$ cat src/rtl/data_memory_responder.sv
// Data-memory responder: word store with req/ack handshake, programmable wait states
// and an optional zero-fill sweep after reset.
//
// state  | meaning
// CLEAR  | zero-fill sweep, one word per cycle
// IDLE   | ready, captures a request
// WAIT   | counting wait states down to the access
// ACCESS | single-cycle read or write of the captured address
// RESP   | one-cycle ack pulse
module data_memory_responder #(
  parameter int ADDR_WIDTH     = 8,
  parameter int DATA_WIDTH     = 16,
  parameter int WAIT_STATES    = 2,
  parameter int CLEAR_ON_RESET = 1
) (
  input  logic                  clk,
  input  logic                  rst_n,
  input  logic                  req,
  input  logic                  read_write_memory,
  input  logic [ADDR_WIDTH-1:0] addr,
  input  logic [DATA_WIDTH-1:0] data_out_memory,
  output logic [DATA_WIDTH-1:0] data_in_memory,
  output logic                  ack,
  output logic                  busy,
  output logic                  overrun
);

  typedef enum logic [2:0] {
    S_CLEAR,
    S_IDLE,
    S_WAIT,
    S_ACCESS,
    S_RESP
  } state_t;

  localparam logic [3:0]            WAIT_LOAD   = 4'(WAIT_STATES);
  localparam logic [ADDR_WIDTH-1:0] LAST_ADDR   = '1;
  localparam state_t                RESET_STATE = (CLEAR_ON_RESET != 0) ? S_CLEAR : S_IDLE;

  state_t                state, state_next;
  logic [3:0]            wait_cnt;
  logic [ADDR_WIDTH-1:0] clr_ptr;
  logic [ADDR_WIDTH-1:0] cap_addr;
  logic [DATA_WIDTH-1:0] cap_data;
  logic                  cap_rw;
  logic                  accept;
  logic [DATA_WIDTH-1:0] mem [2**ADDR_WIDTH];

  always_comb begin
    state_next = state;
    accept     = 1'b0;
    case (state)
      S_CLEAR:  if (clr_ptr == LAST_ADDR) state_next = S_IDLE;
      S_IDLE: begin
        if (req) begin
          accept     = 1'b1;
          state_next = (WAIT_STATES > 0) ? S_WAIT : S_ACCESS;
        end
      end
      // <=1 rather than ==1 so a corrupted counter cannot stall the FSM
      S_WAIT:   if (wait_cnt <= 4'd1) state_next = S_ACCESS;
      S_ACCESS: state_next = S_RESP;
      S_RESP:   state_next = S_IDLE;
      default:  state_next = S_IDLE;
    endcase
  end

  assign ack  = (state == S_RESP);
  assign busy = !rst_n || (state != S_IDLE);

  always_ff @(posedge clk) begin
    if (!rst_n) begin
      state          <= RESET_STATE;
      wait_cnt       <= '0;
      clr_ptr        <= '0;
      cap_addr       <= '0;
      cap_data       <= '0;
      cap_rw         <= 1'b0;
      data_in_memory <= '0;
      overrun        <= 1'b0;
    end else begin
      state <= state_next;
      if (accept) begin
        cap_rw   <= read_write_memory;
        cap_addr <= addr;
        cap_data <= data_out_memory;
        wait_cnt <= WAIT_LOAD;
      end else if (state == S_WAIT) begin
        wait_cnt <= wait_cnt - 4'd1;
      end
      if (state == S_CLEAR) clr_ptr <= clr_ptr + 1'b1;
      if (state == S_ACCESS && !cap_rw) data_in_memory <= mem[cap_addr];
      if (req && state != S_IDLE) overrun <= 1'b1;
    end
  end

  // Store has no reset; gating on rst_n means a reset edge never commits a write.
  always_ff @(posedge clk) begin
    if (rst_n) begin
      if (state == S_CLEAR) mem[clr_ptr] <= '0;
      else if (state == S_ACCESS && cap_rw) mem[cap_addr] <= cap_data;
    end
  end

endmodule

$ cat config.mk
export PLATFORM = sky130hd
export DESIGN_NAME = data_memory_responder
export DESIGN_NICKNAME = d
export VERILOG_FILES = /design/src/rtl/data_memory_responder.sv
export SDC_FILE = /design/constraint.sdc
export NUM_CORES = 2
export LEC_CHECK = 0
export ABC_AREA = 1
export CORE_MARGIN = 2
export CORE_UTILIZATION = 28
export CTS_CLUSTER_DIAMETER = 50
export CTS_CLUSTER_SIZE = 16
export DETAILED_ROUTE_END_ITERATION = 6
export PLACE_DENSITY_LB_ADDON = 0.08
export SETUP_SLACK_MARGIN = 0.5
export SLEW_MARGIN = 15
export SYNTH_ARGS = -nofsm -noshare
export SYNTH_HDL_FRONTEND = slang
export SYNTH_SLANG_ARGS = --single-unit
export TNS_END_PERCENT = 50
$ cat constraint.sdc
create_clock -name clk -period 17.9 [get_ports clk]
set_input_delay 5.37 -clock clk [delete_from_list [all_inputs] [get_ports clk]]
set_output_delay 5.37 -clock clk [all_outputs]
set_load 0.1 [all_outputs]
# Word-level counts from Yosys, hierarchy flattened
# Memory sizes are Yosys's and may differ from the RTL's. A register that Yosys moved wholly into a read port is not among the register bits.
# Index checks and enable logic that the tools add are counted.
[op_classes] add_sub_neg=2 magnitude_cmp=1 n_eq_ne=9 muxes=18 bitwise=1 n_reduce_logical=12
[op_table] cell="$mux W16" count=1
[op_table] cell="$reduce_or A16 Y1" count=1
[op_table] cell="$pmux W3 S4" count=1
[op_table] cell="$mux W1" count=10
[op_table] cell="$mux W3" count=3
[op_table] cell="$add A8 B1 Y8 const B" count=1
[op_table] cell="$eq A8 B8 Y1 const B" count=1
[op_table] cell="$mux W8" count=1
[op_table] cell="$eq A3 B2 Y1 const B" count=2
[op_table] cell="$ne A2 B2 Y1 const B" count=3
[op_table] cell="$le A4 B1 Y1 const B" count=1
[op_table] cell="$mux W2" count=2
[op_table] cell="$sub A4 B1 Y4 const B" count=1
[op_table] cell="$eq A3 B1 Y1 const B" count=1
[op_table] cell="$eq A3 B3 Y1 const B" count=1
[op_table] cell="$logic_and A1 B1 Y1" count=3
[op_table] cell="$logic_not A1 Y1" count=3
[op_table] cell="$logic_not A3 Y1" count=1
[op_table] cell="$ne A3 B1 Y1 const B" count=1
[op_table] cell="$reduce_and A3 Y1" count=1
[op_table] cell="$reduce_bool A2 Y1" count=1
[op_table] cell="$reduce_or A2 Y1" count=1
[op_table] cell="$logic_or A1 B1 Y1" count=1
[op_table] cell="$not A1 Y1" count=1
[totals] reg_bits=41 ram_bits=4096 input_bits=28 out_inout_bits=19 n_memories=1
[memory_table] memory="mem" words=256 word_bits=16 rd=1 rd_clocked_by_memory_dff=1 write_ports=1 line_no="47" source="logic [DATA_WIDTH-1:0] mem [2**ADDR_WIDTH];"

# Longest topological paths before layout
[depth] ltp_word=8 ltp_mapped=17 ltp_nobuf=13

# Worst setup path before layout
# Ideal clock, no wire load.
[synth_timing] kind="input port to flip-flop" from="in rst_n" to="mem mem[0][10], data pin" setup_ps=1393 arrival_time_ps=11735 path_slack_ps=4772 path_stages=4 path_buffers=2 path_cell_list="nand3_4 buf_6 clkbuf_1 nor2_1"
[synth_between] elab_chain_cells=4
[synth_lines] element="start: declaration" line_no="17" source="input logic rst_n,"
[synth_lines] element="$mux W1" line_no="99" source="if (rst_n) begin"
[synth_lines] element="$mux W1 (implied by the code)" line_no="101" source="else if (state == S_ACCESS && cap_rw) mem[cap_addr] <= cap_data;"
[synth_lines] element="$reduce_or A16 Y1 (no source line)"
[synth_lines] element="$mux W16 (no source line)"
[synth_lines] element="end: declaration" line_no="47"
# No other way between the ends.

# Final worst setup path
[layout_timing] from="in rst_n" to="out busy"
[layout_between] elab_chain_cells=2
[layout_lines] element="$logic_not A1 Y1"
[layout_lines] element="$logic_or A1 B1 Y1" line_no="69" source="assign busy = !rst_n || (state != S_IDLE);"
[layout_lines] element="end: declaration" line_no="24" source="output logic busy,"
# No other way between the ends.

==> results.sh <==
export IMPL_gr_total_overflow=0
export IMPL_cts_resized=0
export IMPL_rsz0062_at_grt="no"
export IMPL_cts_reportedPaths_clkPinSlew_ns=0.05
export IMPL_holdBufCountCts=0
export IMPL_ir_drop_mv=0.0977
export IMPL_cts_buffer_depth=4
export IMPL_tightest_slew_ns=1.17
export IMPL_hold_path_depth=2
export IMPL_synthFlopType="edfxtp_1"
export IMPL_syn_area_mm2=0.167
export IMPL_drt_pass1_iter_count=6
export IMPL_crit_required_ns=12.53
export IMPL_fin_ws_ns=5.87
export IMPL_hold_path_startpoint="wait_cnt[0]"
export IMPL_pwr_share_comb=0.062
export IMPL_fp_dieArea_mm2=0.602
export IMPL_p_int_mw=17.8
export IMPL_synth_edff_count=4096
export IMPL_seq_power_share=0.449
export IMPL_fin_crit_ns=12.03
export IMPL_grt_use_total=0.191
export IMPL_hold_class="reg2reg"
export IMPL_max_slew_margin=0.222
export IMPL_drt_wirelength_per_cell_um=26.6
export IMPL_cts_max_level=6
export IMPL_port_buffers=46
export IMPL_dpl_hpwl_um=335000
export IMPL_synth_cells_most_frequent="nand2_1 (4,212), edfxtp_1 (4,096), nand3_1 (4,052)"
export IMPL_core_area_mm2=0.594
export IMPL_post_dp_cell_area_mm2=0.177
export IMPL_synth_area_leaders="edfxtp_1 (74%), nand3_1 (12%), nand2_1 (9.5%), buf_2 (1.3%), clkbuf_1 (0.83%)"
export IMPL_drt_antenna_violating_nets=0
export IMPL_hold_ws_ns=0.488
export IMPL_grt_pass1_wl_um=830000
export IMPL_pwr_density_cell_mw_per_mm2=120
export IMPL_avgSynthCellArea_um2=12.0
export IMPL_fin_nets=14000
export IMPL_routed_wl_um=592000
export IMPL_path_class="in2out"
export IMPL_synthArstFlopShare=0
export IMPL_syn2layout_area_growth_pct=17.4
export IMPL_cts_root_buf="clkbuf_16"
export IMPL_switchingPower_mw=5.80
export IMPL_post_route_period_util=0.672
export IMPL_ys_warnings_count=0
export IMPL_worst_setup_path_start_kind="primary input"
export IMPL_cts_setup_buffers=0
export IMPL_insertion_delay_ns=1.10
export IMPL_crit_fanout=2
export IMPL_initial_core_util=0.281
export IMPL_r2r_cells=17
export IMPL_critPathCaptureType="output pin"
export IMPL_hold_viol_final=0
export IMPL_max_cap_violations=0
export IMPL_power_leakage_nw=65.9
export IMPL_ios=47
export IMPL_synth_top_area_frac=0.737
export IMPL_final_core_util=0.330
export IMPL_grt_max_degree=160
export IMPL_numCtsBuffers=555
export IMPL_ys_types=35
export IMPL_critical_path_arrival_ns=6.66
export IMPL_synth_nets=14000
export IMPL_ys_seq_area_frac=0.744
export IMPL_yosysMostFrequentCell="nand2_1"
export IMPL_max_freq_mhz=83.1
export IMPL_fp_dieH_um=776
export IMPL_grt_pass1_vias=104000
export IMPL_die_width_um=776
export IMPL_fin_skew_ns=0.0798
export IMPL_yosysTopAreaCell="edfxtp_1"
export IMPL_rows=283
export IMPL_cts_sinks=4153
export IMPL_p_clk_frac=0.489
export IMPL_final_cell_area_mm2=0.196
export IMPL_initialDrtViolationCount=9133
export IMPL_status="complete, no violations"
export IMPL_place_congestion=0.790
export IMPL_rr_startpoint="cap_addr[0]"
export IMPL_final_setup_tns_ns=0
export IMPL_vias_per_cell=4.81
export IMPL_drc=0
export IMPL_num_vias=107000
export IMPL_grt_antenna_before_repair=33
export IMPL_pre_cts_slack_ns=5.87
export IMPL_drv_slew=0
export IMPL_synthCells=13900
export IMPL_ys_ff_latch=4153
export IMPL_swShare=0.246
export IMPL_cts_tree="done"
export IMPL_setup_viol=0
export IMPL_critical_path_startpoint="rst_n"
export IMPL_drive_gt1_frac=0.103
## per-layer routing
metal | track usage | wire [µm] | vias to the layer above
met3 | 0.0262 | 28600 | 675
met5 | 0 | 25 | -
met2 | 0.298 | 268000 | 2448
li1 | - | - | 49800
met1 | 0.281 | 282000 | 54200
met4 | 0.0435 | 13500 | 4
## cells by family (layout without fill, tap and decap cells)
group                      count (synthesis)  after routing  synth area share
adders and majority gates                  3              3          0.000225
buffers and inverters                   1049           1522            0.0274
other                                      0             25                 0
DFF                                     4153           4153             0.744
xor gates and xnor gates                   1              1         0.0000525
and+or+nand+nor                         8645           8645             0.226
AOI/OAI and AO/OA                         77             77           0.00264
## registers in the layout (all words and copies together), names as in the netlist
signal / cells
cap_rw: 1
mem: 4096
clr_ptr: 8
cap_data: 16
overrun: 1
data_in_memory: 16
state: 3
cap_addr: 8
wait_cnt: 4
## worst paths after layout
kind / to / slack (ns)
setup / recovery: busy / 5.87
hold / removal: wait_cnt[0] / 0.49
setup reg to reg: data_in_memory[4] / 11.53
hold reg to reg: wait_cnt[0] / 0.49
## critical path, stage by stage
cell	delay, ns
buf_2	0.11
nand2_1	0.06
clkdlybuf4s50_1	1.13
## final cells by class
cell class | count | area (µm²)
Multi-Input combinational cell | 8726 | 38700
Fill cell | 59200 | 398000
Antenna cell | 25 | 62.6
Timing Repair Buffer | 417 | 3580
Tap cell | 7837 | 9810
Inverter | 97 | 402
Clock buffer | 620 | 14400
Sequential cell | 4153 | 124000
Clock inverter | 388 | 4770
## power by group through the flow
| stage | Sequential (mW) | Combinational, mW | Clock (mW) |
|---|---|---|---|
| 3_5_place_dp | 10.8 | 1.47 | 0 |
| 5_1_grt | 10.6 | 1.58 | 12.2 |
| 3_3_place_gp | 10.8 | 1.48 | 0 |
| 4_1_cts | 10.6 | 1.48 | 11.8 |
| 6_report | 10.6 | 1.45 | 11.5 |
| 2_1_floorplan | 10.8 | 0.833 | 0 |
## cell usage in the layout (no fill, tap or decap), types with 2 or more instances in the layout
cell type and count:
clkbuf_16 564, dfxtp_4 6, ha_1 3, inv_8 10, inv_6 37, bufinv_16 67, nand3_1 4052, clkbuf_1 50
nand2_4 5, clkinv_2 66, nor2_4 27, nand2_2 26, nor2_2 127, clkbuf_8 6, edfxtp_1 4096, nor4_1 2
a21oi_1 33, inv_1 82, inv_16 9, buf_4 344, clkinv_4 42, clkdlybuf4s50_1 45, dfxtp_1 50, clkinvlp_4 58
clkinv_8 16, clkinv_1 71, nor3_1 5, o21ai_0 33, o21ai_1 2, nand2_1 4195, clkinv_16 18, buf_12 27
inv_2 8, o21ai_2 4, diode_2 25, o21ai_4 3, nor2_1 199
## through the flow
step	total power, mW	std cells
after detailed placement	12.2	21200
final	23.6	22300
after global routing	24.3	22200
after floorplan	11.6	13900
after CTS	23.9	22200
after global placement	12.2	21200
(Power assumes the default switching activity.)
